==> src/rtl/lsu_ctrl_if.sv <==
// Handshake bundles around the load/store unit: EXU request/response side and word-wide data bus side.
// On lsu_req_if the EXU is master; on lsu_mem_if the LSU is master.

interface lsu_req_if #(
   parameter int ADDR_W = 32
);
   logic              req_valid;
   logic              req_ready;
   logic              req_wen;
   logic [2:0]        req_op;
   logic [ADDR_W-1:0] req_addr;
   logic [31:0]       req_wdata;
   logic              resp_valid;
   logic              resp_ready;
   logic [31:0]       resp_rdata;
   logic [1:0]        resp_err;

   modport master (
      output req_valid, req_wen, req_op, req_addr, req_wdata, resp_ready,
      input  req_ready, resp_valid, resp_rdata, resp_err
   );

   modport slave (
      input  req_valid, req_wen, req_op, req_addr, req_wdata, resp_ready,
      output req_ready, resp_valid, resp_rdata, resp_err
   );
endinterface

interface lsu_mem_if #(
   parameter int ADDR_W = 32
);
   logic              mem_valid;
   logic              mem_ready;
   logic              mem_wen;
   logic [ADDR_W-1:0] mem_addr;
   logic [31:0]       mem_wdata;
   logic [3:0]        mem_wmask;
   logic              mem_rvalid;
   logic [31:0]       mem_rdata;

   modport master (
      output mem_valid, mem_wen, mem_addr, mem_wdata, mem_wmask,
      input  mem_ready, mem_rvalid, mem_rdata
   );

   modport slave (
      input  mem_valid, mem_wen, mem_addr, mem_wdata, mem_wmask,
      output mem_ready, mem_rvalid, mem_rdata
   );
endinterface

==> src/rtl/lsu_ctrl.sv <==
// Multicycle load/store unit: validates one EXU memory op, runs it over a handshaked word bus
// with a bounded latency, and returns exactly one formatted response per accepted request.

module lsu_ctrl #(
   parameter int ADDR_W      = 32,
   parameter int TIMEOUT_CYC = 64
) (
   input  logic      clk,
   input  logic      rst_n,
   lsu_req_if.slave  req,
   lsu_mem_if.master mem
);

   typedef enum logic [1:0] {
      IDLE  = 2'd0,
      ISSUE = 2'd1,
      WAIT  = 2'd2,
      DONE  = 2'd3
   } state_t;

   localparam logic [1:0] ERR_OK      = 2'd0;
   localparam logic [1:0] ERR_ALIGN   = 2'd1;
   localparam logic [1:0] ERR_ILLEGAL = 2'd2;
   localparam logic [1:0] ERR_TIMEOUT = 2'd3;

   localparam int               CNT_W    = (TIMEOUT_CYC > 2) ? $clog2(TIMEOUT_CYC) : 1;
   localparam logic [CNT_W-1:0] CNT_LAST = CNT_W'((TIMEOUT_CYC > 0) ? (TIMEOUT_CYC - 1) : 0);
   localparam logic             TO_EN    = (TIMEOUT_CYC != 0);

   function automatic logic op_illegal(input logic wen, input logic [2:0] op);
      logic bad;
      if (wen) begin
         bad = (op > 3'd2);
      end else begin
         case (op)
            3'd3, 3'd6, 3'd7: bad = 1'b1;
            default:          bad = 1'b0;
         endcase
      end
      return bad;
   endfunction

   // op[1:0] encodes access size for loads and stores alike (0 byte, 1 half, 2 word)
   function automatic logic misaligned(input logic [2:0] op, input logic [1:0] p);
      logic mis;
      case (op[1:0])
         2'd1:    mis = p[0];
         2'd2:    mis = (p != 2'd0);
         default: mis = 1'b0;
      endcase
      return mis;
   endfunction

   function automatic logic [35:0] store_lanes(input logic [2:0] op, input logic [1:0] p,
                                               input logic [31:0] wdata);
      logic [3:0]  mask;
      logic [31:0] data;
      case (op[1:0])
         2'd0: begin
            data = {4{wdata[7:0]}};
            mask = 4'b0001 << p;
         end
         2'd1: begin
            data = {2{wdata[15:0]}};
            mask = 4'b0011 << p;
         end
         default: begin
            data = wdata;
            mask = 4'b1111;
         end
      endcase
      return {mask, data};
   endfunction

   function automatic logic [31:0] load_format(input logic [2:0] op, input logic [1:0] p,
                                               input logic [31:0] rdata);
      logic [31:0] sh;
      logic [31:0] res;
      sh = rdata >> {p, 3'b000};
      case (op)
         3'd0:    res = {{24{sh[7]}}, sh[7:0]};
         3'd1:    res = {{16{sh[15]}}, sh[15:0]};
         3'd2:    res = rdata;
         3'd4:    res = {24'd0, sh[7:0]};
         3'd5:    res = {16'd0, sh[15:0]};
         default: res = 32'd0;
      endcase
      return res;
   endfunction

   state_t            state_r;
   state_t            state_nxt_s;
   logic              wen_r;
   logic [2:0]        op_r;
   logic [ADDR_W-1:0] addr_r;
   logic [31:0]       wdata_r;
   logic [3:0]        wmask_r;
   logic [31:0]       rdata_r;
   logic [1:0]        err_r;
   logic [CNT_W-1:0]  cnt_r;

   logic        accept_s;
   logic        illegal_s;
   logic        misalign_s;
   logic        timeout_s;
   logic [35:0] lanes_s;

   assign accept_s   = req.req_valid && (state_r == IDLE);
   assign illegal_s  = op_illegal(req.req_wen, req.req_op);
   assign misalign_s = misaligned(req.req_op, req.req_addr[1:0]);
   assign timeout_s  = TO_EN && (cnt_r == CNT_LAST);
   assign lanes_s    = store_lanes(req.req_op, req.req_addr[1:0], req.req_wdata);

   // State register
   always_ff @(posedge clk or negedge rst_n) begin
      if (!rst_n) begin
         state_r <= IDLE;
      end else begin
         state_r <= state_nxt_s;
      end
   end

   // Next-state decode; in ISSUE the timeout beats a late mem_ready, in WAIT rvalid beats the timeout
   always_comb begin
      state_nxt_s = state_r;
      case (state_r)
         IDLE: begin
            if (req.req_valid) begin
               if (illegal_s || misalign_s) state_nxt_s = DONE;
               else                         state_nxt_s = ISSUE;
            end else begin
               state_nxt_s = IDLE;
            end
         end
         ISSUE: begin
            if (timeout_s)          state_nxt_s = DONE;
            else if (mem.mem_ready) state_nxt_s = WAIT;
            else                    state_nxt_s = ISSUE;
         end
         WAIT: begin
            if (mem.mem_rvalid || timeout_s) state_nxt_s = DONE;
            else                             state_nxt_s = WAIT;
         end
         DONE: begin
            if (req.resp_ready) state_nxt_s = IDLE;
            else                state_nxt_s = DONE;
         end
         default: state_nxt_s = IDLE;
      endcase
   end

   // Output decode from the registered state and datapath
   always_comb begin
      req.req_ready  = (state_r == IDLE);
      req.resp_valid = (state_r == DONE);
      req.resp_rdata = rdata_r;
      req.resp_err   = err_r;
      mem.mem_valid  = (state_r == ISSUE);
      mem.mem_wen    = wen_r;
      mem.mem_addr   = {addr_r[ADDR_W-1:2], 2'b00};
      mem.mem_wdata  = wdata_r;
      mem.mem_wmask  = wmask_r;
   end

   // Request latch, store lane build and response capture
   always_ff @(posedge clk or negedge rst_n) begin
      if (!rst_n) begin
         wen_r   <= 1'b0;
         op_r    <= 3'd0;
         addr_r  <= '0;
         wdata_r <= 32'd0;
         wmask_r <= 4'd0;
         rdata_r <= 32'd0;
         err_r   <= ERR_OK;
      end else begin
         case (state_r)
            IDLE: begin
               if (accept_s) begin
                  wen_r   <= req.req_wen;
                  op_r    <= req.req_op;
                  addr_r  <= req.req_addr;
                  wdata_r <= req.req_wen ? lanes_s[31:0] : 32'd0;
                  wmask_r <= req.req_wen ? lanes_s[35:32] : 4'd0;
                  rdata_r <= 32'd0;
                  if (illegal_s)       err_r <= ERR_ILLEGAL;
                  else if (misalign_s) err_r <= ERR_ALIGN;
                  else                 err_r <= ERR_OK;
               end
            end
            ISSUE: begin
               if (timeout_s) begin
                  err_r   <= ERR_TIMEOUT;
                  rdata_r <= 32'd0;
               end
            end
            WAIT: begin
               if (mem.mem_rvalid) begin
                  err_r   <= ERR_OK;
                  rdata_r <= wen_r ? 32'd0 : load_format(op_r, addr_r[1:0], mem.mem_rdata);
               end else if (timeout_s) begin
                  err_r   <= ERR_TIMEOUT;
                  rdata_r <= 32'd0;
               end
            end
            default: begin
            end
         endcase
      end
   end

   // Bus latency counter: zero outside ISSUE/WAIT so it restarts on every entry to ISSUE
   always_ff @(posedge clk or negedge rst_n) begin
      if (!rst_n) begin
         cnt_r <= '0;
      end else if ((state_r == ISSUE) || (state_r == WAIT)) begin
         cnt_r <= cnt_r + 1'b1;
      end else begin
         cnt_r <= '0;
      end
   end

endmodule

==> src/flat_wrapper.sv <==
// flat-port wrapper written by rule: the top's interface ports become plain ports
module lsu_ctrl_flat 
#(
   parameter int ADDR_W      = 32,
   parameter int TIMEOUT_CYC = 64
)
  (clk, rst_n, req_req_valid, req_req_wen, req_req_op, req_req_addr, req_req_wdata, req_resp_ready, req_req_ready, req_resp_valid, req_resp_rdata, req_resp_err, mem_mem_valid, mem_mem_wen, mem_mem_addr, mem_mem_wdata, mem_mem_wmask, mem_mem_ready, mem_mem_rvalid, mem_mem_rdata);
  lsu_req_if #(.ADDR_W(ADDR_W)) req_i ();
  lsu_mem_if #(.ADDR_W(ADDR_W)) mem_i ();
  input  logic clk;
  input  logic rst_n;
  input wire logic [$bits(req_i.req_valid)-1:0] req_req_valid;
  input wire logic [$bits(req_i.req_wen)-1:0] req_req_wen;
  input wire logic [$bits(req_i.req_op)-1:0] req_req_op;
  input wire logic [$bits(req_i.req_addr)-1:0] req_req_addr;
  input wire logic [$bits(req_i.req_wdata)-1:0] req_req_wdata;
  input wire logic [$bits(req_i.resp_ready)-1:0] req_resp_ready;
  output wire logic [$bits(req_i.req_ready)-1:0] req_req_ready;
  output wire logic [$bits(req_i.resp_valid)-1:0] req_resp_valid;
  output wire logic [$bits(req_i.resp_rdata)-1:0] req_resp_rdata;
  output wire logic [$bits(req_i.resp_err)-1:0] req_resp_err;
  output wire logic [$bits(mem_i.mem_valid)-1:0] mem_mem_valid;
  output wire logic [$bits(mem_i.mem_wen)-1:0] mem_mem_wen;
  output wire logic [$bits(mem_i.mem_addr)-1:0] mem_mem_addr;
  output wire logic [$bits(mem_i.mem_wdata)-1:0] mem_mem_wdata;
  output wire logic [$bits(mem_i.mem_wmask)-1:0] mem_mem_wmask;
  input wire logic [$bits(mem_i.mem_ready)-1:0] mem_mem_ready;
  input wire logic [$bits(mem_i.mem_rvalid)-1:0] mem_mem_rvalid;
  input wire logic [$bits(mem_i.mem_rdata)-1:0] mem_mem_rdata;
  assign req_i.req_valid = req_req_valid;
  assign req_i.req_wen = req_req_wen;
  assign req_i.req_op = req_req_op;
  assign req_i.req_addr = req_req_addr;
  assign req_i.req_wdata = req_req_wdata;
  assign req_i.resp_ready = req_resp_ready;
  assign req_req_ready = req_i.req_ready;
  assign req_resp_valid = req_i.resp_valid;
  assign req_resp_rdata = req_i.resp_rdata;
  assign req_resp_err = req_i.resp_err;
  assign mem_mem_valid = mem_i.mem_valid;
  assign mem_mem_wen = mem_i.mem_wen;
  assign mem_mem_addr = mem_i.mem_addr;
  assign mem_mem_wdata = mem_i.mem_wdata;
  assign mem_mem_wmask = mem_i.mem_wmask;
  assign mem_i.mem_ready = mem_mem_ready;
  assign mem_i.mem_rvalid = mem_mem_rvalid;
  assign mem_i.mem_rdata = mem_mem_rdata;
  lsu_ctrl #(.ADDR_W(ADDR_W), .TIMEOUT_CYC(TIMEOUT_CYC)) u_core (.clk(clk), .rst_n(rst_n), .req(req_i), .mem(mem_i));
endmodule
==> config.mk <==
export PLATFORM = sky130hd
export DESIGN_NAME = lsu_ctrl_flat
export DESIGN_NICKNAME = d
export VERILOG_FILES = /design/src/rtl/lsu_ctrl_if.sv /design/src/rtl/lsu_ctrl.sv /design/src/flat_wrapper.sv
export SDC_FILE = /design/constraint.sdc
export NUM_CORES = 1
export LEC_CHECK = 0
export BUFFER_PORTS_ARGS = -buffer_cell sky130_fd_sc_hd__clkbuf_2
export CORE_ASPECT_RATIO = 0.6
export CORE_MARGIN = 1
export CORE_UTILIZATION = 50
export DETAILED_ROUTE_END_ITERATION = 10
export GPL_ROUTABILITY_DRIVEN = 0
export GPL_TIMING_DRIVEN = 0
export HOLD_SLACK_MARGIN = 0.03
export PLACE_DENSITY_LB_ADDON = 0.3
export SLEW_MARGIN = 15
export SYNTH_ARGS = -nofsm -noshare
export SYNTH_HDL_FRONTEND = slang
export SYNTH_SLANG_ARGS = --single-unit
==> constraint.sdc <==
create_clock -name clk -period 2.5 [get_ports clk]
set_clock_uncertainty 0.2 [all_clocks]
set_input_delay 0.25 -clock clk [delete_from_list [all_inputs] [get_ports clk]]
set_output_delay 0.25 -clock clk [all_outputs]
set_load 0.01 [all_outputs]
# After elaboration in Yosys (flattened, before gate mapping)

Cells that the tools add are included.

Word-level logic and storage cells: 67
Register bits: 114
Bits of input ports: 106
Output and inout port bits: 106

Reduce and logical (&&, ||, !) cells: 12
Shift-type cells: 3
Order comparisons: 1
Add/sub/neg operators: 1
Eq/ne operators: 14
Muxes and demuxes: 27

Operator list:

| operator              | count |
|---|---|
| $mux W32              | 5 |
| $pmux W32 S5          | 1 |
| $pmux W32 S3          | 1 |
| $pmux W32 S2          | 1 |
| $shr A32 B5 Y16       | 1 |
| $mux W2               | 9 |
| $eq A3 B3 Y1 const B  | 4 |
| $pmux W2 S4           | 1 |
| $pmux W4 S2           | 1 |
| $add A6 B1 Y6 const B | 1 |
| $eq A2 B2 Y1 const B  | 3 |
| $eq A3 B2 Y1 const B  | 2 |
| $eq A6 B6 Y1 const B  | 1 |
| $mux W6               | 1 |
| $pmux W2 S3           | 1 |
| $eq A2 B1 Y1 const B  | 2 |
| $logic_not A2 Y1      | 2 |
| $mux W1               | 4 |
| $mux W4               | 1 |
| $reduce_and A2 Y1     | 2 |
| $shl A1 B2 Y4 const A | 1 |
| $shl A2 B2 Y4 const A | 1 |
| $eq A3 B1 Y1 const B  | 1 |
| $gt A3 B2 Y1 const B  | 1 |
| other kinds (8)       | 10 |

# Depth between registers and ports, before layout

Depth after elaboration: 8
Depth in mapped cells: 9
Mapped depth without buffers: 6

# Worst setup path before layout

Ideal clock, no wire load.

Path type: reg-to-reg
Start: register u_core.state_r[0]
End: register u_core.rdata_r[19], in the netlist u_core.req.resp_rdata[19]
Stages on the path, launching flop included: 9
Period minus slack after synthesis: 2194 ps
Data required time: 2174 ps
Setup time: 126 ps
Path slack: 306 ps
Path buffers: 2
Data arrival time: 1868 ps
Cell sequence: dfrtp_1 inv_1 ha_1 buf_2 inv_1 o21a_1 a31o_2 buf_2 a221o_1

Longest elaborated chain between the ends: 4
Elaborated cells on any way between the ends: 8
Those cells by class: eq/ne (3); mux (1); reduce/logical (4)

RTL lines:

| element                     | line                             | source |
|---|---|---|
| start, declared             | lsu_ctrl.sv:91                   | `state_t state_r;` |
| start signal, assigned      | lsu_ctrl.sv:119                  | `state_r <= state_nxt_s;` |
| $logic_not A2 Y1            | lsu_ctrl.sv:108, lsu_ctrl.sv:176 |  |
| $logic_and A1 B1 Y1         | lsu_ctrl.sv:108                  | `assign accept_s = req.req_valid && (state_r == IDLE);` |
| $ne A2 B1 Y1 (no line)      | n/a                              |  |
| $reduce_and A2 Y1 (no line) | n/a                              |  |
| end signal, assigned        | lsu_ctrl.sv:199                  | `rdata_r <= wen_r ? 32'd0 : load_format(op_r, addr_r[1:0], mem.mem_rdata);` |
| end, declared               | lsu_ctrl.sv:98                   | `logic [31:0] rdata_r;` |

Several ways; a longest one is shown, not always the timed one.
A chain may end at the register's enable or synchronous reset.

# Worst setup path in the final report

Start: register u_core.state_r[1]
End: register u_core.rdata_r[19], in the netlist u_core.req.resp_rdata[19]

Same word-level chain as after synthesis.

==> flow_summary.json <==
{
  "status": "finished clean",
  "synth_enable_flop_cells": 0,
  "postSynth.asyncResetShare_pct": 100,
  "drt-wirelength-per-cell_microns": 17.9,
  "number_of_buffers_inserted_during_clock_tree_synthesis": 17,
  "finish.net_count": 956,
  "clkTransAtPathRegs_ps": 50,
  "p_seq_share_pct": 31.2,
  "maxSlewViolCount": 0,
  "power.switching_fraction_pct": 35.9,
  "area_growth_syn_to_layout_pct": 48.4,
  "drv.max_cap_violation_count": 0,
  "p_int_mw": 5.95,
  "detail_route.iter0.violations": 447,
  "vdd_ir_drop_max_uv": 691,
  "timing.critical_path.arrival_ps": 2500,
  "placed_cells_incl_taps": 878,
  "core_area_sq_mm": 0.0108,
  "power-per-cell-area_mw_per_mm2": 1110,
  "hold_path.class": "input port to register",
  "setup_violations": 0,
  "final_cell_count_no_fill": 993,
  "final_layout_size_suffix_gt1_share_pct": 40.7,
  "cts_tree": "yes",
  "timing_hold_violations_final": 0,
  "detail-route-antenna-nets": 0,
  "number_of_distinct_library_cell_variants_in_the_gate_level_netlist_after_synthesis": 51,
  "wl_microns": 17800,
  "power_frac_comb_pct": 41.9,
  "design_power_total_mw": 9.29,
  "worst_skew_pair.late_latency_ps": 400,
  "p_leak_nw": 4.29,
  "clock_path_buffers": 2,
  "num_rows": 29,
  "die_h_microns": 84.4,
  "critical_path_sink_type": "register",
  "dominantRegCellSynth": "sky130_fd_sc_hd__dfrtp_1",
  "largest_driver_fanout_on_the_critical_path": 10,
  "stdcell_area_sq_mm": 0.00839,
  "track_usage_pct": 31.3,
  "port-buffer-count": 209,
  "min_period_over_period_pct": 96.8,
  "detail_route.vias_per_cell": 5.55,
  "finalWorstSetupSlack_ps": 81.0,
  "instance_area_after_placement_sq_mm": 0.00692,
  "unrepaired_setup_endpoints_after_global_routing": "no",
  "synth-warning-count": 0,
  "design.portCount": 212,
  "worst_setup_path_start_kind": "register",
  "clock-root-buffer": "sky130_fd_sc_hd__clkbuf_16",
  "mapped_area_sq_mm": 0.00566,
  "postSynthAreaPerCell_sq_um": 10.7,
  "grt_start_max_net_pins": 90,
  "clock.fmax_mhz": 413,
  "critPathKind": "register to register",
  "htree_num_levels": 4,
  "initial_utilization_pct": 52.5,
  "timing.max_slew.rel_slack_pct": 59.4,
  "clockPowerShare_pct": 26.9,
  "setup_ws_pre_cts_ps": -236,
  "worst-endpoint-required_ps": 2580,
  "final_util_pct": 77.9,
  "drcViolationCount": 0,
  "r2r_cells": 8,
  "max_slew.worst_pin.slew_ps": 609,
  "worstHoldPathCells": 4,
  "dr_total_vias": 5515,
  "synth.ff_latch_count": 114,
  "global_route.overflow_total": 0,
  "fillers": 685,
  "sequential_element_share_of_the_synthesized_area_pct": 50.4,
  "dr.pass1.iters": 6,
  "die-area_sq_mm": 0.0118,
  "antenna_cells": 0,
  "clkSinkCount": 114,
  "floorplan.die.width_microns": 139,
  "number_of_antenna_violations_at_the_first_check_in_global_routing": 0,
  "finalWorstPathRequiredPeriod_ps": 2420,
  "post-dp-hpwl_microns": 12200,
  "first_pass_grt_wire_length_microns": 28300,
  "post_synth_inst_count": 528,
  "power.net_switching_mw": 3.34,
  "via_count_of_the_first_global_routing_pass": 5565
}
==> synthesized netlist by cell type, types with 2 or more instances <==
library cell / instances / area, sq um
sky130_fd_sc_hd__mux2_2: 48 / 541
sky130_fd_sc_hd__a32oi_1: 2 / 17.5
sky130_fd_sc_hd__a21oi_1: 16 / 80.1
sky130_fd_sc_hd__a22o_1: 18 / 158
sky130_fd_sc_hd__mux2i_1: 8 / 80.1
sky130_fd_sc_hd__inv_1: 19 / 71.3
sky130_fd_sc_hd__a222oi_1: 7 / 70.1
sky130_fd_sc_hd__clkbuf_1: 18 / 67.6
sky130_fd_sc_hd__a21o_1: 4 / 30.0
sky130_fd_sc_hd__nor2b_1: 4 / 25.0
sky130_fd_sc_hd__o221ai_1: 9 / 78.8
sky130_fd_sc_hd__a22oi_1: 8 / 60.1
sky130_fd_sc_hd__ha_1: 9 / 113
sky130_fd_sc_hd__and3_1: 9 / 56.3
sky130_fd_sc_hd__xor2_1: 2 / 17.5
sky130_fd_sc_hd__o22ai_1: 2 / 12.5
sky130_fd_sc_hd__dfrtp_1: 114 / 2850
sky130_fd_sc_hd__a211o_1: 8 / 70.1
sky130_fd_sc_hd__o21ai_0: 43 / 215
sky130_fd_sc_hd__buf_4: 32 / 240
sky130_fd_sc_hd__nand2_1: 47 / 176
sky130_fd_sc_hd__nor2_1: 32 / 120
sky130_fd_sc_hd__xnor2_1: 2 / 17.5
sky130_fd_sc_hd__a221o_1: 7 / 70.1
sky130_fd_sc_hd__buf_1: 5 / 18.8
sky130_fd_sc_hd__or2_2: 2 / 12.5
sky130_fd_sc_hd__nand3_1: 13 / 65.1
sky130_fd_sc_hd__buf_2: 9 / 45.0
sky130_fd_sc_hd__o2bb2ai_1: 7 / 61.3
sky130_fd_sc_hd__o32ai_1: 3 / 26.3
==> kinds of logic after synthesis <==
kind of cell | count (synthesis) | synth area share [%]
adder cells (fa/ha/maj) | 9 | 1.99
multiplexers | 57 | 11.2
other | 1 | 0.0663
buffers and inverters | 84 | 8.03
AND/OR/NAND/NOR | 119 | 9.93
flip-flops | 114 | 50.4
AO/OA/AOI/OAI | 140 | 17.7
XOR/XNOR | 4 | 0.619
==> cell type report <==
type / instances / area, sq um / share of cell area, %
buffer: 64 / 392 / 4.67
clock buffer: 22 / 484 / 5.77
clock inverter: 10 / 130 / 1.55
inverter: 19 / 71.3 / 0.850
multi-input combinational: 331 / 2370 / 28.2
sequential: 114 / 2850 / 34.0
tap: 139 / 174 / 2.07
timing repair buffer: 294 / 1920 / 22.9
==> cell usage in the layout (no fill, tap or decap), types with 9 or more instances in the layout <==
cell type                       synthesis  final
sky130_fd_sc_hd__a21oi_1               16     16
sky130_fd_sc_hd__a22o_1                18     18
sky130_fd_sc_hd__and3_1                 9      9
sky130_fd_sc_hd__buf_4                 32     34
sky130_fd_sc_hd__clkbuf_1              18     11
sky130_fd_sc_hd__clkbuf_16              0     17
sky130_fd_sc_hd__clkbuf_2               0    214
sky130_fd_sc_hd__dfrtp_1              114    114
sky130_fd_sc_hd__dlygate4sd3_1          0     83
sky130_fd_sc_hd__ha_1                   9      9
sky130_fd_sc_hd__inv_1                 19     18
sky130_fd_sc_hd__mux2_2                48     48
sky130_fd_sc_hd__nand2_1               47     46
sky130_fd_sc_hd__nand3_1               13     12
sky130_fd_sc_hd__nor2_1                32     32
sky130_fd_sc_hd__o21ai_0               43     43
sky130_fd_sc_hd__o221ai_1               9      9
==> layer usage <==
| metal | part of all wire, % | vias up | GRT usage (%) |
|---|---|---|---|
| met3 | 9.9 | 63 | 9.30 |
| met4 | 2.7 | 0 | 12.8 |
| met1 | 43 | 2589 | 41.9 |
| met5 | 0 | - | 0 |
| li1 | - | 2511 | - |
| met2 | 45 | 352 | 47.8 |
==> per-stage QoR <==
step / TNS [ps] / hold WS, ps
finish: 0 / 44.3
global route: 0 / 59.7
CTS: 0 / 31.0
detailed placement: -2620 / -51.6
global placement: -69550 / 238
floorplan: 0 / -246
==> final timing paths <==
| check | from | endpoint | slack, ps |
|---|---|---|---|
| setup / recovery | u_core.state_r[1] | u_core.req.resp_rdata[19] | 80 |
| hold / removal | mem_mem_rdata[12] | u_core.req.resp_rdata[12] | 40 |
| setup reg to reg | u_core.state_r[1] | u_core.req.resp_rdata[19] | 80 |
| hold reg to reg | u_core.cnt_r[0] | u_core.cnt_r[0] | 250 |
| max in group asynchronous | rst_n | u_core.mem.mem_wdata[13] | 1320 |
| min in group asynchronous | rst_n | u_core.addr_r[24] | 80 |
==> worst max-delay path, stage by stage, from the launching register on <==
cell,delay [ps]
sky130_fd_sc_hd__dfrtp_1,390
sky130_fd_sc_hd__inv_1,80
sky130_fd_sc_hd__ha_1,270
sky130_fd_sc_hd__clkbuf_4,190
sky130_fd_sc_hd__inv_2,80
sky130_fd_sc_hd__o21a_1,240
sky130_fd_sc_hd__a31o_2,290
sky130_fd_sc_hd__buf_4,190
sky130_fd_sc_hd__a221o_1,350
==> what timing repair did <==
action / 4_1_cts / 5_1_grt
gates resized for setup: 4 / 14
cloned: 0 / 0
hold endpoints to repair: 194 / 0
pin swaps: 0 / 1
hold buffers: 83 / 0
setup endpoints to repair: 13 / 37
buffers inserted: 0 / 1
==> registers in the layout, indices dropped and copies added (netlist names) <==
name	cells
u_core.state_r	2
u_core.addr_r	32
u_core.mem.mem_wdata	32
u_core.cnt_r	6
u_core.mem.mem_wmask	4
u_core.op_r	3
u_core.req.resp_rdata	32
u_core.mem.mem_wen	1
u_core.req.resp_err	2
==> power by group through the flow <==
| stage | Sequential, mW | Clock (mW) | Combinational (mW) |
|---|---|---|---|
| after global placement | 2.84 | 0 | 3.54 |
| after CTS | 2.87 | 2.52 | 3.80 |
| final | 2.90 | 2.50 | 3.90 |
| after global routing | 2.97 | 2.62 | 4.20 |
| after detailed placement | 2.89 | 0 | 3.66 |
| after floorplan | 2.95 | 0 | 2.26 |
Note: power is estimated with default switching activity, not from simulation.
